### config.mk
export PLATFORM = sky130hd
export DESIGN_NAME = wb_burst_master
export DESIGN_NICKNAME = d
export VERILOG_FILES = /design/src/rtl/wb_burst_master.sv
export SDC_FILE = /design/constraint.sdc
export NUM_CORES = 1
export LEC_CHECK = 0
export CAP_MARGIN = 25
export CORE_MARGIN = 8
export CORE_UTILIZATION = 36
export DETAILED_ROUTE_END_ITERATION = 7
export PLACE_DENSITY = 0.77
export REMOVE_ABC_BUFFERS = 1
export SYNTH_ARGS = -nofsm -noshare
export SYNTH_HDL_FRONTEND = slang
export SYNTH_SLANG_ARGS = --single-unit
### constraint.sdc
create_clock -name CLK -period 2.7 [get_ports CLK]
set_input_delay 0.27 -clock CLK [delete_from_list [all_inputs] [get_ports CLK]]
set_output_delay 0.27 -clock CLK [all_outputs]
set_load 0.02 [all_outputs]
### src/rtl/wb_burst_master.sv
// wb_burst_master: one-shot request to Wishbone B4 pipelined single/incrementing-burst master.
// Optional idle-ACK watchdog compiled in with `define WB_BURST_MASTER_TIMEOUT_EN.
module wb_burst_master #(
  parameter int LEN_W = 4,
  parameter int TIMEOUT_CYC = 255
) (
  input  logic             CLK,
  input  logic             RST_SYNC,
  input  logic             EN,
  input  logic             REQ_IN,
  output logic             REQ_RDY_OUT,
  input  logic [31:0]      REQ_ADR_IN,
  input  logic             REQ_WE_IN,
  input  logic [3:0]       REQ_SEL_IN,
  input  logic [LEN_W-1:0] REQ_LEN_IN,
  input  logic [31:0]      WR_DAT_IN,
  output logic             WR_DAT_POP_OUT,
  output logic [31:0]      RD_DAT_OUT,
  output logic             RD_VALID_OUT,
  output logic             DONE_OUT,
  output logic             ERR_OUT,
  output logic [31:0]      WB_ADR_OUT,
  output logic             WB_CYC_OUT,
  output logic             WB_STB_OUT,
  output logic             WB_WE_OUT,
  output logic [3:0]       WB_SEL_OUT,
  output logic [2:0]       WB_CTI_OUT,
  output logic [1:0]       WB_BTE_OUT,
  output logic [31:0]      WB_WR_DAT_OUT,
  input  logic             WB_STALL_IN,
  input  logic             WB_ACK_IN,
  input  logic             WB_ERR_IN,
  input  logic [31:0]      WB_RD_DAT_IN
);
  typedef enum logic [1:0] {IDLE, ISSUE, WAIT_ACK, DONE} state_t;
  state_t state, nxt;
  logic [31:0] adr, rd_dat;
  logic [3:0] sel;
  logic [LEN_W-1:0] len, issue_cnt, ack_cnt;
  logic we, err_flag, rd_valid;
  logic cyc, stb, beat, ack, err, last_beat, acks_done;
  assign cyc = state == ISSUE || state == WAIT_ACK;
  assign stb = state == ISSUE;
  assign beat = stb & ~WB_STALL_IN;
  assign last_beat = issue_cnt == len - LEN_W'(1);
  // ERR beats a simultaneous ACK: that response is neither counted nor returned
  assign ack = cyc & WB_ACK_IN & ~err;
  assign acks_done = ack_cnt + LEN_W'(ack) == len;
`ifdef WB_BURST_MASTER_TIMEOUT_EN
  localparam int WD_W = $clog2(TIMEOUT_CYC + 1);
  logic [WD_W-1:0] wd;
  assign err = cyc & (WB_ERR_IN | wd == WD_W'(TIMEOUT_CYC));
  always_ff @(posedge CLK)
    if (RST_SYNC) wd <= '0;
    else if (EN) wd <= (!cyc || WB_ACK_IN || WB_ERR_IN || beat) ? '0 : wd + WD_W'(1);
`else
  assign err = cyc & WB_ERR_IN;
`endif
  always_comb begin
    nxt = state;
    case (state)
      IDLE:           nxt = REQ_IN ? (REQ_LEN_IN == '0 ? DONE : ISSUE) : IDLE;
      ISSUE, WAIT_ACK: nxt = (err || acks_done) ? DONE : (stb && beat && last_beat) ? WAIT_ACK : state;
      default:        nxt = IDLE;
    endcase
  end
  always_ff @(posedge CLK) begin
    if (RST_SYNC) begin
      state <= IDLE;
      adr <= '0;
      we <= 1'b0;
      sel <= '0;
      len <= '0;
      issue_cnt <= '0;
      ack_cnt <= '0;
      err_flag <= 1'b0;
      rd_dat <= '0;
      rd_valid <= 1'b0;
    end else if (EN) begin
      state <= nxt;
      rd_valid <= ack & ~we;
      if (ack && !we) rd_dat <= WB_RD_DAT_IN;
      if (state == IDLE && REQ_IN) begin
        adr <= REQ_ADR_IN & ~32'h3;
        we <= REQ_WE_IN;
        sel <= REQ_SEL_IN;
        len <= REQ_LEN_IN;
        issue_cnt <= '0;
        ack_cnt <= '0;
        err_flag <= REQ_LEN_IN == '0;
      end else begin
        if (beat) adr <= adr + 32'd4;
        if (beat) issue_cnt <= issue_cnt + LEN_W'(1);
        if (ack) ack_cnt <= ack_cnt + LEN_W'(1);
        if (err) err_flag <= 1'b1;
      end
    end
  end
  assign REQ_RDY_OUT = state == IDLE;
  assign WR_DAT_POP_OUT = beat & we & EN;
  assign RD_DAT_OUT = rd_dat;
  assign RD_VALID_OUT = rd_valid;
  assign DONE_OUT = state == DONE;
  assign ERR_OUT = DONE_OUT & err_flag;
  assign WB_ADR_OUT = adr;
  assign WB_CYC_OUT = cyc;
  assign WB_STB_OUT = stb;
  assign WB_WE_OUT = we;
  assign WB_SEL_OUT = sel;
  assign WB_CTI_OUT = !stb ? 3'b000 : len == LEN_W'(1) ? 3'b000 : last_beat ? 3'b111 : 3'b010;
  assign WB_BTE_OUT = 2'b00;
  assign WB_WR_DAT_OUT = WR_DAT_IN;
endmodule

==> metrics.md <==
| Metric | Value |
|---|---|
| Outcome | `finished clean` |
| Cell Rows | `40` |
| Fin Setup TNS | `0 ns` |
| Ant. Diodes | `0` |
| Wire length per cell | `19.8 µm` |
| Fin. max-slew vios | `0` |
| Hold buffers post-CTS | `0` |
| Crit Path Class | `reg -> reg` |
| Setup violators final | `0` |
| Post-synth EDFFs | `0` |
| Max Clk Rate | `383 MHz` |
| Final WL | `16500 µm` |
| Via density | `5.55` |
| Initial Util | `36.8%` |
| CTS H-tree depth | `3` |
| Worst Hold Slack | `0.451 ns` |
| Fraction of registers with async set/reset | `0%` |
| Final WS setup | `0.0894 ns` |
| Worst vdd ir | `0.306 mV` |
| PortBufs | `154` |
| Root Buffer | `clkbuf_16` |
| Count of final hold-check violations | `0` |
| Hold depth | `2` |
| Unrepaired setup endpoints after global routing | `false` |
| Total of max-cap violations | `0` |
| Core ar. | `12000 µm²` |
| Final nets | `800` |
| Synth Register Bits | `83` |
| Setup slack at placement | `-0.0350 ns` |
| Post-Place Cells | `814` |
| Tmin final | `2.61 ns` |
| ANT nets after route | `0` |
| Starting DRT DRC Count | `319` |
| Via count | `4607` |
| P per Cell Area | `589 nW/µm²` |
| Chip Width | `127 µm` |
| Endpoint class of the critical path | `register` |
| Area grow syn2layout | `41.4%` |
| Hold path startpoint | `WB_SEL_OUT[3]$_SDFFE_PP0P_` |
| Reg clk slew, reported paths | `0.06 ns` |
| Number of setup buffers added after CTS | `0` |
| Critical Path RT | `2.96 ns` |
| Clk sinks | `83` |
| Synth area leaders | `dfxtp_1 38%, nand2_1 10%, a21oi_1 7.2%` |
| Worst reg2reg startpoint | `state[1]$_SDFFE_PP0P_` |
| Detailed Place HPWL | `12400 µm` |
| Filler Cell Count | `1110` |
| Slew margin rel. | `54.1%` |
| Count of unique library cells instantiated by Yosys | `61` |
| Crit share post-route | `96.7%` |
| Vias in the first global route | `4463` |
| Worst-Skew Late Latency | `0.34 ns` |
| Post-synthesis sequential area ratio | `37.8%` |
| Clk_skew | `0.00468 ns` |
| CTS buffer count | `9` |
| Startpoint Class | `register` |
| GPL Wtd Cong | `0.853` |
| Crit path DAT | `2.87 ns` |
| Bufs on Longest Clock Path | `2` |
| DR pass1 iterations | `5` |
| Critical R2R Capture | `state[0]$_SDFFE_PP0P_` |
| Antenna violations before repair | `0` |
| Cell Count, Final, Fillers Out | `830` |
| Hold Crit Class | `reg -> reg` |
| Layout cell share with drive strength beyond 1 | `7.61%` |
| Ports | `225` |
| Top-count cell post-synth | `nand2_1` |
| All-Layer GR Usage | `19.8%` |
| Leak | `0.00216 µW` |
| DR DRC count | `0` |
| Most used DFF post-synth | `dfxtp_1` |
| First-pass GRT wire length | `24900 µm` |
| Mapped Area | `4400 µm²` |
| Sink of the worst hold path | `WB_SEL_OUT[3]$_SDFFE_PP0P_` |
| Largest net degree at the start of global routing | `45` |
| TritonCTS clock tree | `built` |
| Die Ht | `127 µm` |
| Slew @ Worst Pin | `0.683 ns` |
| Avg Cell Area, Syn | `7.76 µm²` |
| Die area | `16000 µm²` |
| Worst-path fanout max | `3` |
| R2r worst-path depth | `10` |
| Global route total overflow | `0` |
| Leading cell types by count after synthesis | `121 x nand2_1, 83 x dfxtp_1, 63 x a21oi_1` |
| Top-area cell type share of the netlist area | `37.8%` |
| Post-synthesis cell type with the largest combined area | `dfxtp_1` |
| Mapped Cells | `567` |
| Ys Warns | `0` |
| Reg2reg setup slack | `0.09 ns` |
## timing repair
item | CTS | global route
resized for setup | 0 | 4
endpoints found under the hold margin | 0 | 0
setup endpoints to repair | 0 | 3
## worst max-delay path by stage
| stage | slack [ns] | cells after the start | to | start |
|---|---|---|---|---|
| after floorplan | -0.37 | 7 | WB_ADR_OUT[29]$_SDFFE_PP0P_ | state[1]$_SDFFE_PP0P_ |
| after global placement | 0.07 | 9 | state[0]$_SDFFE_PP0P_ | WB_ERR_IN |
| after detailed placement | -0.03 | 9 | state[0]$_SDFFE_PP0P_ | WB_ERR_IN |
| after CTS | 0.08 | 10 | state[0]$_SDFFE_PP0P_ | state[1]$_SDFFE_PP0P_ |
| after global routing | 0.006 | 6 | WB_CTI_OUT[0] | len[1]$_SDFFE_PP0P_ |
| final | 0.09 | 10 | state[0]$_SDFFE_PP0P_ | state[1]$_SDFFE_PP0P_ |
## power breakdown
part	switching, µW	total (µW)	leakage (µW)	internal [µW]
clock	533	1380	0.000161	845
sequential	88.6	1390	0.000674	1300
combinational	482	898	0.00132	416
## sequential cells by signal (all words and copies together) (netlist names)
register,flops
WB_ADR_OUT,30
len,4
state,2
ack_cnt,4
WB_SEL_OUT,4
RD_DAT_OUT,32
WB_WE_OUT,1
RD_VALID_OUT,1
issue_cnt,4
err_flag,1
## final cells by class
| class | instances | area (µm²) | area share, % |
|---|---|---|---|
| clock buffer | 10 | 239 | 3.84 |
| clock inverter | 6 | 96.3 | 1.55 |
| inverter | 9 | 33.8 | 0.543 |
| multi-input combinational | 404 | 2330 | 37.4 |
| sequential | 83 | 1660 | 26.7 |
| tap | 147 | 184 | 2.96 |
| timing repair buffer | 171 | 1680 | 27.0 |
## metrics by stage
stage          utilization (%)  instance area (µm²)  power (µW)
6_report                  52.0                 6220        3670
2_1_floorplan                -                 3990        1830
4_1_cts                   51.8                 6200        3680
3_3_place_gp              49.0                 5860        2280
5_1_grt                   52.0                 6220        3810
3_5_place_dp              49.0                 5860        2300
## layout by cell type, fill, tap and decap left out, drive strengths merged, types with 11 or more instances in the layout
master and n:
nand4 11, a21oi 63, dfxtp 83, nand3 22, nor2 28, clkdlybuf4s50 153
o21ai 23, nand2 121, buf 18
## logic make-up after synthesis
| family | count (synthesis) | share of synthesized area [%] |
|---|---|---|
| AND/OR/NAND/NOR | 222 | 23.4 |
| adder cells (fa/ha/maj) | 10 | 2.84 |
| multiplexers | 5 | 1.17 |
| other | 1 | 0.0852 |
| XOR/XNOR | 16 | 3.50 |
| AO/OA/AOI/OAI | 147 | 21.0 |
| flip-flops | 83 | 37.8 |
| buffers and inverters | 83 | 10.3 |
## critical path, cell delays in order (launching register included)
cell	delay, ns
dfxtp_1	0.35
inv_1	0.08
ha_1	0.29
and3b_1	0.19
ha_2	0.20
ha_4	0.27
xnor2_2	0.10
nand3_1	0.10
or3b_2	0.45
a311o_1	0.33
mux2i_1	0.16
## routing by layer
metal	wire length (µm)	track usage, %
met5	44	2.28
met1	6730	23.8
met3	1740	7.88
met4	482	8.42
met2	7450	30.7
(Power assumes the default switching activity.)
